<file path="config.mk">
export PLATFORM = sky130hd
export DESIGN_NAME = seq_alu
export DESIGN_NICKNAME = d
export VERILOG_FILES = /design/src/rtl/seq_alu.sv
export SDC_FILE = /design/constraint.sdc
export NUM_CORES = 1
export LEC_CHECK = 0
export ABC_AREA = 1
export CAP_MARGIN = 0
export CORE_UTILIZATION = 35
export CTS_BUF_LIST = sky130_fd_sc_hd__clkbuf_8
export CTS_CLUSTER_SIZE = 25
export DETAILED_ROUTE_END_ITERATION = 6
export PLACE_DENSITY = 0.63
export SLEW_MARGIN = 40
export SYNTH_ARGS = -nofsm -noshare
export SYNTH_HDL_FRONTEND = slang
export SYNTH_SLANG_ARGS = --single-unit
</file>
<file path="constraint.sdc">
create_clock -name clk -period 3.2 [get_ports clk]
set_input_delay 0.48 -clock clk [delete_from_list [all_inputs] [get_ports clk]]
set_output_delay 0.48 -clock clk [all_outputs]
set_load 0.01 [all_outputs]
</file>
<file path="src/rtl/seq_alu.sv">
// seq_alu: sequential RISC-V style ALU with a ready/valid request and result handshake.
//   Optional RV32M multiply/divide unit, built only when SEQ_ALU_MULDIV_EN is defined.
//   clk        : single clock, rising edge
//   rst_n      : synchronous active-low reset
//   in_valid   : request present        in_ready : request accepted when both high
//   op1, op2   : WIDTH-bit operands
//   opcode, funct3, funct7 : RISC-V encoding fields, sampled on accept
//   out_valid  : result available (DONE) out_ready : consumer takes the result
//   result     : registered result       zero : result == 0
//   illegal    : accepted encoding unsupported (result forced to 0)
module seq_alu #(
   parameter int WIDTH          = 32,
   parameter int DIV_RADIX_BITS = 1
) (
   input  logic             clk,
   input  logic             rst_n,
   input  logic             in_valid,
   output logic             in_ready,
   input  logic [WIDTH-1:0] op1,
   input  logic [WIDTH-1:0] op2,
   input  logic [6:0]       opcode,
   input  logic [2:0]       funct3,
   input  logic [6:0]       funct7,
   output logic             out_valid,
   input  logic             out_ready,
   output logic [WIDTH-1:0] result,
   output logic             zero,
   output logic             illegal
);
   localparam int SW = $clog2(WIDTH);
   typedef enum logic [1:0] {IDLE, MUL, DIV, DONE} state_t;
   state_t state, state_nx;
   logic accept, is_r, is_i, f7_std, base_ok, go_mul, go_div, div_last;
   logic [SW-1:0] shamt;
   logic [WIDTH-1:0] alu, sra_v;
   assign in_ready  = state == IDLE || (state == DONE && out_ready);
   assign accept    = in_valid && in_ready;
   assign out_valid = state == DONE;
   assign zero      = result == '0;
   assign is_r      = opcode == 7'b0110011;
   assign is_i      = opcode == 7'b0010011;
   assign f7_std    = funct7 == 7'b0000000 || funct7 == 7'b0100000;
   // ITYPE funct7 is immediate data except for the shift-right encodings
   assign base_ok   = (is_r && f7_std) || (is_i && (funct3 != 3'b101 || f7_std));
   assign shamt     = op2[SW-1:0];
   assign sra_v     = $signed(op1) >>> shamt;
   always_comb begin
      alu = '0;
      case (funct3)
         3'b000:  alu = (is_r && funct7[5]) ? op1 - op2 : op1 + op2;
         3'b001:  alu = op1 << shamt;
         3'b010:  alu = {{(WIDTH-1){1'b0}}, $signed(op1) < $signed(op2)};
         3'b011:  alu = {{(WIDTH-1){1'b0}}, op1 < op2};
         3'b100:  alu = op1 ^ op2;
         3'b101:  alu = funct7[5] ? sra_v : op1 >> shamt;
         3'b110:  alu = op1 | op2;
         default: alu = op1 & op2;
      endcase
   end
`ifdef SEQ_ALU_MULDIV_EN
   localparam int ITER = WIDTH / DIV_RADIX_BITS;
   localparam int CW   = $clog2(ITER);
   logic md, sgn, a_neg, b_neg, div0, ovf, a_sx, b_sx, mul_hi, d_negq, d_negr, d_isrem;
   logic [WIDTH-1:0] a_mag, b_mag, nq, q_fin, r_fin, d_quo, d_div;
   logic [WIDTH:0] nr, d_rem;
   logic [2*WIDTH-1:0] mul_a, mul_b, prod;
   logic [CW-1:0] d_cnt;
   assign md       = is_r && funct7 == 7'b0000001;
   assign sgn      = !funct3[0];
   assign a_neg    = sgn && op1[WIDTH-1];
   assign b_neg    = sgn && op2[WIDTH-1];
   assign a_mag    = a_neg ? -op1 : op1;
   assign b_mag    = b_neg ? -op2 : op2;
   assign div0     = op2 == '0;
   assign ovf      = sgn && op1 == {1'b1, {(WIDTH-1){1'b0}}} && op2 == '1;
   // MULH and MULHSU sign-extend op1; only MULH sign-extends op2
   assign a_sx     = (funct3[1] ^ funct3[0]) && op1[WIDTH-1];
   assign b_sx     = funct3[1:0] == 2'b01 && op2[WIDTH-1];
   assign go_mul   = md && !funct3[2];
   assign go_div   = md && funct3[2] && !div0 && !ovf;
   assign div_last = d_cnt == '0;
   assign prod     = mul_a * mul_b;
   // restoring divider: the dividend shifts out of d_quo into the partial remainder
   always_comb begin
      nr = d_rem;
      nq = d_quo;
      for (int i = 0; i < DIV_RADIX_BITS; i++) begin
         nr = {nr[WIDTH-1:0], nq[WIDTH-1]};
         nq = {nq[WIDTH-2:0], 1'b0};
         if (nr >= {1'b0, d_div}) begin
            nr    = nr - {1'b0, d_div};
            nq[0] = 1'b1;
         end
      end
   end
   assign q_fin = d_negq ? -nq : nq;
   assign r_fin = d_negr ? -nr[WIDTH-1:0] : nr[WIDTH-1:0];
`else
   assign go_mul   = 1'b0;
   assign go_div   = 1'b0;
   assign div_last = 1'b1;
`endif
   always_ff @(posedge clk) begin
      if (!rst_n) state <= IDLE;
      else state <= state_nx;
   end
   always_comb begin
      state_nx = state;
      state_nx = accept ? (go_mul ? MUL : go_div ? DIV : DONE) :
                 (state == DONE && out_ready) ? IDLE :
                 (state == MUL || (state == DIV && div_last)) ? DONE : state;
   end
   always_ff @(posedge clk) begin
      if (!rst_n) begin
         result  <= '0;
         illegal <= 1'b0;
      end else if (accept) begin
         result  <= base_ok ? alu : '0;
         illegal <= !base_ok;
`ifdef SEQ_ALU_MULDIV_EN
         // operand staging is harmless for ops that never enter MUL or DIV
         mul_a   <= {{WIDTH{a_sx}}, op1};
         mul_b   <= {{WIDTH{b_sx}}, op2};
         mul_hi  <= funct3[1:0] != 2'b00;
         d_rem   <= '0;
         d_quo   <= a_mag;
         d_div   <= b_mag;
         d_cnt   <= CW'(ITER - 1);
         d_negq  <= a_neg ^ b_neg;
         d_negr  <= a_neg;
         d_isrem <= funct3[1];
         if (md) begin
            illegal <= 1'b0;
            // divide-by-zero and signed overflow finish immediately; MUL and
            // iterating divides overwrite this before reaching DONE
            result  <= funct3[1] ? (ovf ? '0 : op1) : (ovf ? op1 : '1);
         end
`endif
      end
`ifdef SEQ_ALU_MULDIV_EN
      else if (state == MUL) begin
         result  <= mul_hi ? prod[2*WIDTH-1:WIDTH] : prod[WIDTH-1:0];
         illegal <= 1'b0;
      end else if (state == DIV) begin
         d_rem <= nr;
         d_quo <= nq;
         d_cnt <= d_cnt - 1'b1;
         if (div_last) begin
            result  <= d_isrem ? r_fin : q_fin;
            illegal <= 1'b0;
         end
      end
`endif
   end
endmodule

</file>
==> results.json, run 1 <==
{
  "internal_power_w": 0.00152,
  "drt_wl_total_mm": 66.3,
  "critPathKind": "in -> reg",
  "synthDistinctLibCells": 46,
  "finalInstanceArea_um2": 14700,
  "vias_per_cell": 5.41,
  "avgSynthCellArea_um2": 4.93,
  "die_x_um": 182,
  "skew_ns": 0.0126,
  "vias": 16300,
  "antenna_found_initial": 1,
  "cpLargestDelayFamily": "simple AND/OR/NAND/NOR gates",
  "ios": 121,
  "cp_max_fo": 8,
  "antenna_left": 0,
  "holdPathStages": 2,
  "cts_max_path_buffers": 2,
  "tightest_slew_ns": 0.784,
  "syn-num-nets": 2492,
  "crit_arrival_ns": 3.29,
  "die_y_um": 182,
  "routedWlPerCell_um": 22.1,
  "hold_viol_final": 0,
  "synth-seq-cells": 34,
  "clock_latency_ns": 0.33,
  "cts_buffers": 5,
  "grt_pass1_vias": 15000,
  "layout-drive-gt1-share_pct": 10.9,
  "finalSetupViolCount": 0,
  "seqCellArea_um2": 681,
  "max_stage_delay_ns": 0.51,
  "yosysWarningCount": 0,
  "grtUsageTotal_pct": 39.5,
  "relSlewSlack_pct": 47.1,
  "vdd.ir_drop.worst_mv": 0.135,
  "fp.coreArea_um2": 31800,
  "grt_max_degree": 70,
  "hold_ws_ns": 0.483,
  "netlist.area_leader.share_pct": 29.2,
  "yosysTopAreaCell": "nand2_1",
  "cts_setup_buffers": 0,
  "drc_errors": 0,
  "grt_pass1_wl_mm": 96.6,
  "portBuffers": 120,
  "leakage_nw": 7.97,
  "yosysSeqAreaShare_pct": 5.98,
  "cpMaxStageDelayCell": "ha_1",
  "timing.final.max_slew_violations": 0,
  "dpl_cell_area_um2": 14500,
  "root_buffer": "clkbuf_8",
  "worst-path-stages": 15,
  "first_pass_iters": 6,
  "rsz0062_at_grt": "no",
  "multi_input_area_um2": 9040,
  "total_power_w": 0.00323,
  "cts_htree_levels": 2,
  "drtIter0Drc": 1882,
  "syn_inst": 2308,
  "worst_ep_required_time_ns": 3.39,
  "period_needed_ns": 3.10,
  "crit_path_frequent_cell": "nand2_1",
  "n_antenna_cell": 0,
  "run_status": "finished, final reports clean",
  "placedCellCount": 2999,
  "reg2regPathDepth": 7,
  "hold_class": "reg -> reg",
  "crit_path_end_kind": "register",
  "start_kind": "primary input",
  "n_fill_cell": 3676,
  "initial_utilization_pct": 35.8,
  "p_comb_share_pct": 72.4,
  "final_cells": 3006,
  "synth_area_leaders": "nand2_1, nand3_1, ha_1",
  "overflow": 0,
  "gp_congestion": 1.04,
  "cts_sinks": 34,
  "std_cell_rows": 65,
  "dieArea_um2": 33200,
  "maxCapViolations": 0,
  "cts_tree": "done",
  "area_growth_syn_to_layout_pct": 29.0,
  "finalCritPeriodShare_pct": 97.0,
  "power.share.sequential_pct": 13.2,
  "switchingPower_w": 0.00172,
  "p_per_area_nw_per_um2": 220,
  "cts_hold_repair.buffers": 0,
  "path_cells": "clkdlybuf4s50_1 > inv_1 > ha_1 > nand2_1 > buf_4 > nor3_1 > nand3_1 > nand3_1 > nand2_1 > nand2_1 > nand2_1 > nand3_1 > nand2_1 > nand2_1 > a21oi_1",
  "hpwlAfterDp_mm": 55.9,
  "fin_nets": 2755,
  "crit_buf_inv": 3,
  "syn-cell-area_um2": 11400,
  "fmax_mhz": 322,
  "clkPwrFrac_pct": 14.4,
  "clk_pin_slew_ns": 0.08,
  "ctsResizeCount": 0,
  "p_sw_share_pct": 53.1
}
## power by group through the flow
| stage | clock network (W) | logic, W | registers (W) |
|---|---|---|---|
| finish | 0.000466 | 0.00234 | 0.000427 |
| global route | 0.000479 | 0.00253 | 0.000427 |
| CTS | 0.000466 | 0.00227 | 0.000426 |
| detailed placement | 0 | 0.00226 | 0.000436 |
| global placement | 0 | 0.00227 | 0.000436 |
| floorplan | 0 | 0.00121 | 0.000437 |
## cells in the mapped netlist, drive strengths merged
cell,instances
a21oi,153
ha,97
or2,8
or3,1
o31ai,1
nor2,189
o22ai,1
inv,312
nand3,283
o211ai,23
xor2,2
mux2i,2
and2,12
nand2,886
clkbuf,42
o21bai,7
o21ai,89
nand4,24
dfxtp,34
a311oi,2
fa,2
o221ai,6
o311ai,1
o2111ai,2
nor4,10
a31oi,4
o21a,7
a21boi,3
a211oi,15
nor3,17
buf,65
and3,3
nand3b,3
clkinv,2
## logic make-up (layout without fill, tap and decap cells)
logic type      Yosys count  after routing  share of synthesized area (%)
compound gates          314            314                           15.6
mux                       2              2                          0.176
xor+xnor                  2              2                          0.154
buf+inv                 421            684                           14.9
flops                    34             34                           5.98
simple gates           1436           1436                           52.2
fa+ha+maj                99             99                           11.0
## cell usage in the layout, fill, tap and decap left out, types with 7 or more instances in the layout
master and instances:
a211oi_1 15, a21oi_1 151, and2_1 12, buf_12 9, buf_4 234, clkdlybuf4s50_1 116
dfxtp_1 34, ha_1 94, inv_1 305, inv_2 7, nand2_1 886, nand3_1 282
nand4_1 24, nor2_1 184, nor3_1 15, nor4_1 10, o211ai_1 23, o21a_1 7
o21ai_0 71, o21ai_1 18, o21bai_1 7
## tightest hold or removal path: stages, from the launching register on
cell and delay [ns]:
dfxtp_1 0.32, nand2_1 0.06, a21oi_1 0.05
## state kept, by name, indices dropped and copies added (netlist names)
| signal | flops |
|---|---|
| state | 1 |
| illegal | 1 |
| result | 32 |
## final cells by class
type / count / area share (%)
multi-input cells: 1853 / 61.6
repair buffers: 363 / 21.2
inverters: 314 / 8.05
flip-flops and latches: 34 / 4.64
well taps: 435 / 3.71
clock buffers: 6 / 0.563
clock inverters: 1 / 0.205
## final timing paths
kind                        endpoint  slack [ns]                    start
min reg2reg  result[13]$_SDFFE_PN0P_        0.48  result[13]$_SDFFE_PN0P_
max reg2reg   result[0]$_SDFFE_PN0P_        1.59    state[0]$_SDFFE_PN0P_
min          result[13]$_SDFFE_PN0P_        0.48  result[13]$_SDFFE_PN0P_
max          result[23]$_SDFFE_PN0P_         0.1                   op1[9]
## metrics by stage
step / setup TNS, ns / util [%] / worst slack, ns
2_1_floorplan: 0 / - / 0.491
3_3_place_gp: -0.923 / 45.7 / -0.182
3_5_place_dp: -1.00 / 45.7 / -0.175
4_1_cts: 0 / 46.1 / 0.146
5_1_grt: 0 / 46.2 / 0.0274
6_report: 0 / 46.2 / 0.0963
## layer usage
| layer | up-vias | GRT usage (%) | wire length, µm | share of wire, % |
|---|---|---|---|---|
| met5 | - | 0 | 0 | 0 |
| met4 | 0 | 14.2 | 2640 | 4.0 |
| li1 | 7886 | - | - | - |
| met3 | 108 | 6.13 | 5820 | 8.8 |
| met1 | 7412 | 52.4 | 28600 | 43 |
| met2 | 857 | 64.6 | 29200 | 44 |
(Power assumes the default switching activity.)
==> run 2: changes to the inputs <==
--- a/config.mk
+++ b/config.mk
@@ -12,6 +12,7 @@
 export CTS_CLUSTER_SIZE = 25
 export DETAILED_ROUTE_END_ITERATION = 6
 export PLACE_DENSITY = 0.63
+export RECOVER_POWER = 100
 export SLEW_MARGIN = 40
 export SYNTH_ARGS = -nofsm -noshare
 export SYNTH_HDL_FRONTEND = slang
==> results.json, run 2 (synthesis results as in run 1) <==
{
  "antenna_left": 0,
  "finalCritPeriodShare_pct": 95.6,
  "tightest_slew_ns": 2.06,
  "clk_pin_slew_ns": 0.09,
  "period_needed_ns": 3.06,
  "portBuffers": 120,
  "final_common_cell": "nand2_1",
  "worst_ep_required_time_ns": 3.46,
  "vias_per_cell": 5.41,
  "total_power_w": 0.00323,
  "cts_buffers": 5,
  "finalSetupViolCount": 0,
  "die_y_um": 182,
  "cts_tree": "done",
  "overflow": 0,
  "grt_pass1_wl_mm": 96.6,
  "crit_arrival_ns": 3.32,
  "p_per_area_nw_per_um2": 220,
  "grtUsageTotal_pct": 39.5,
  "regMostFlops": "result",
  "ios": 121,
  "skew_ns": 0.0131,
  "grt_max_degree": 70,
  "violations": "capacitance limit, slew limit",
  "fp.coreArea_um2": 31800,
  "critPathKind": "in -> reg",
  "cts_max_path_buffers": 2,
  "drtIter0Drc": 2072,
  "root_buffer": "clkbuf_8",
  "area_growth_syn_to_layout_pct": 29.0,
  "postLayoutSetupSlackWorst_ns": 0.142,
  "grt_pass1_vias": 15000,
  "maxCapViolations": 1,
  "run_status": "complete, but fails checks",
  "cts_sinks": 34,
  "pre_cts_slack_ns": -0.175,
  "hold_viol_final": 0,
  "vdd.ir_drop.worst_mv": 0.135,
  "fin_util_pct": 46.2,
  "routedWlPerCell_um": 22.0,
  "vias": 16300,
  "leakage_nw": 8.08,
  "n_fill_cell": 3678,
  "cts_htree_levels": 2,
  "top_regs": "result x32, illegal x1, state x1",
  "first_pass_iters": 6,
  "clock_latency_ns": 0.33,
  "gp_congestion": 1.04,
  "drt_wl_total_mm": 66.3,
  "hpwlAfterDp_mm": 55.9,
  "relSlewSlack_pct": -37.4,
  "hold_class": "reg -> reg",
  "antenna_found_initial": 2,
  "dieArea_um2": 33200,
  "crit_path_end_kind": "register",
  "placedCellCount": 2999,
  "initial_utilization_pct": 35.8,
  "final_cells": 3008,
  "setup_tns_ns": 0,
  "layout-drive-gt1-share_pct": 10.8,
  "drc_errors": 0,
  "final_cell_mix": "nand2_1, inv_1, nand3_1",
  "start_kind": "primary input",
  "fmax_mhz": 327,
  "timing.final.max_slew_violations": 35,
  "cp_max_fo": 8,
  "std_cell_rows": 65,
  "fin_nets": 2755,
  "cts_hold_repair.buffers": 0,
  "die_x_um": 182,
  "rsz0062_at_grt": "no",
  "largest_register_ffs": 32
}
[run 2: through the flow]
stage	hold WS (ns)	cell area, µm²
after floorplan	0.502	11400
after CTS	0.487	14600
after detailed placement	0.476	14500
after global placement	0.470	14500
final	0.480	14700
after global routing	0.502	14700
[run 2: final cells by class]
cell class	count	area, µm²	area share (%)
Inverter	314	1180	8.05
Multi-Input combinational cell	1853	9040	61.6
Clock inverter	1	30.0	0.205
Antenna cell	2	5.00	0.0341
Timing Repair Buffer	363	3110	21.2
Clock buffer	6	82.6	0.563
Sequential cell	34	681	4.64
Tap cell	435	544	3.71
[run 2: worst paths after layout]
path	startpoint	endpoint	slack [ns]	cells after the start
setup / recovery	op1[9]	result[31]$_SDFFE_PN0P_	0.14	16
hold / removal	result[13]$_SDFFE_PN0P_	result[13]$_SDFFE_PN0P_	0.48	2
setup reg to reg	state[0]$_SDFFE_PN0P_	result[30]$_SDFFE_PN0P_	0.66	5
hold reg to reg	result[13]$_SDFFE_PN0P_	result[13]$_SDFFE_PN0P_	0.48	2
[run 2: critical path, cell delays in order]
cell and delay [ns]:
clkdlybuf4s50_1 0.49, inv_1 0.06, ha_1 0.51, nand2_1 0.20
clkbuf_4 0.17, nor3_1 0.41, nand2_1 0.10, nand2_1 0.12
nand2_1 0.06, nand2_1 0.16, nand3_1 0.10, nand2_1 0.06
nand3_1 0.08, nand2_1 0.06, nand2_1 0.10, a21oi_1 0.13
[run 2: repair_timing]
item	4_1_cts	5_1_grt
setup buffers	0	0
hold endpoints to repair	0	0
setup endpoints to repair	0	5
resized for setup	0	8
[run 2: power by group]
group / switching, W / internal, W
Clock: 0.000216 / 0.000250
Sequential: 0.00000142 / 0.000425
Combinational: 0.00150 / 0.000838
[run 2: metal layers]
layer / GRT usage [%] / wire length [µm]
met1: 52.4 / 28100
met3: 6.13 / 6300
met2: 64.6 / 29200
met5: 0 / 0
met4: 14.2 / 2670
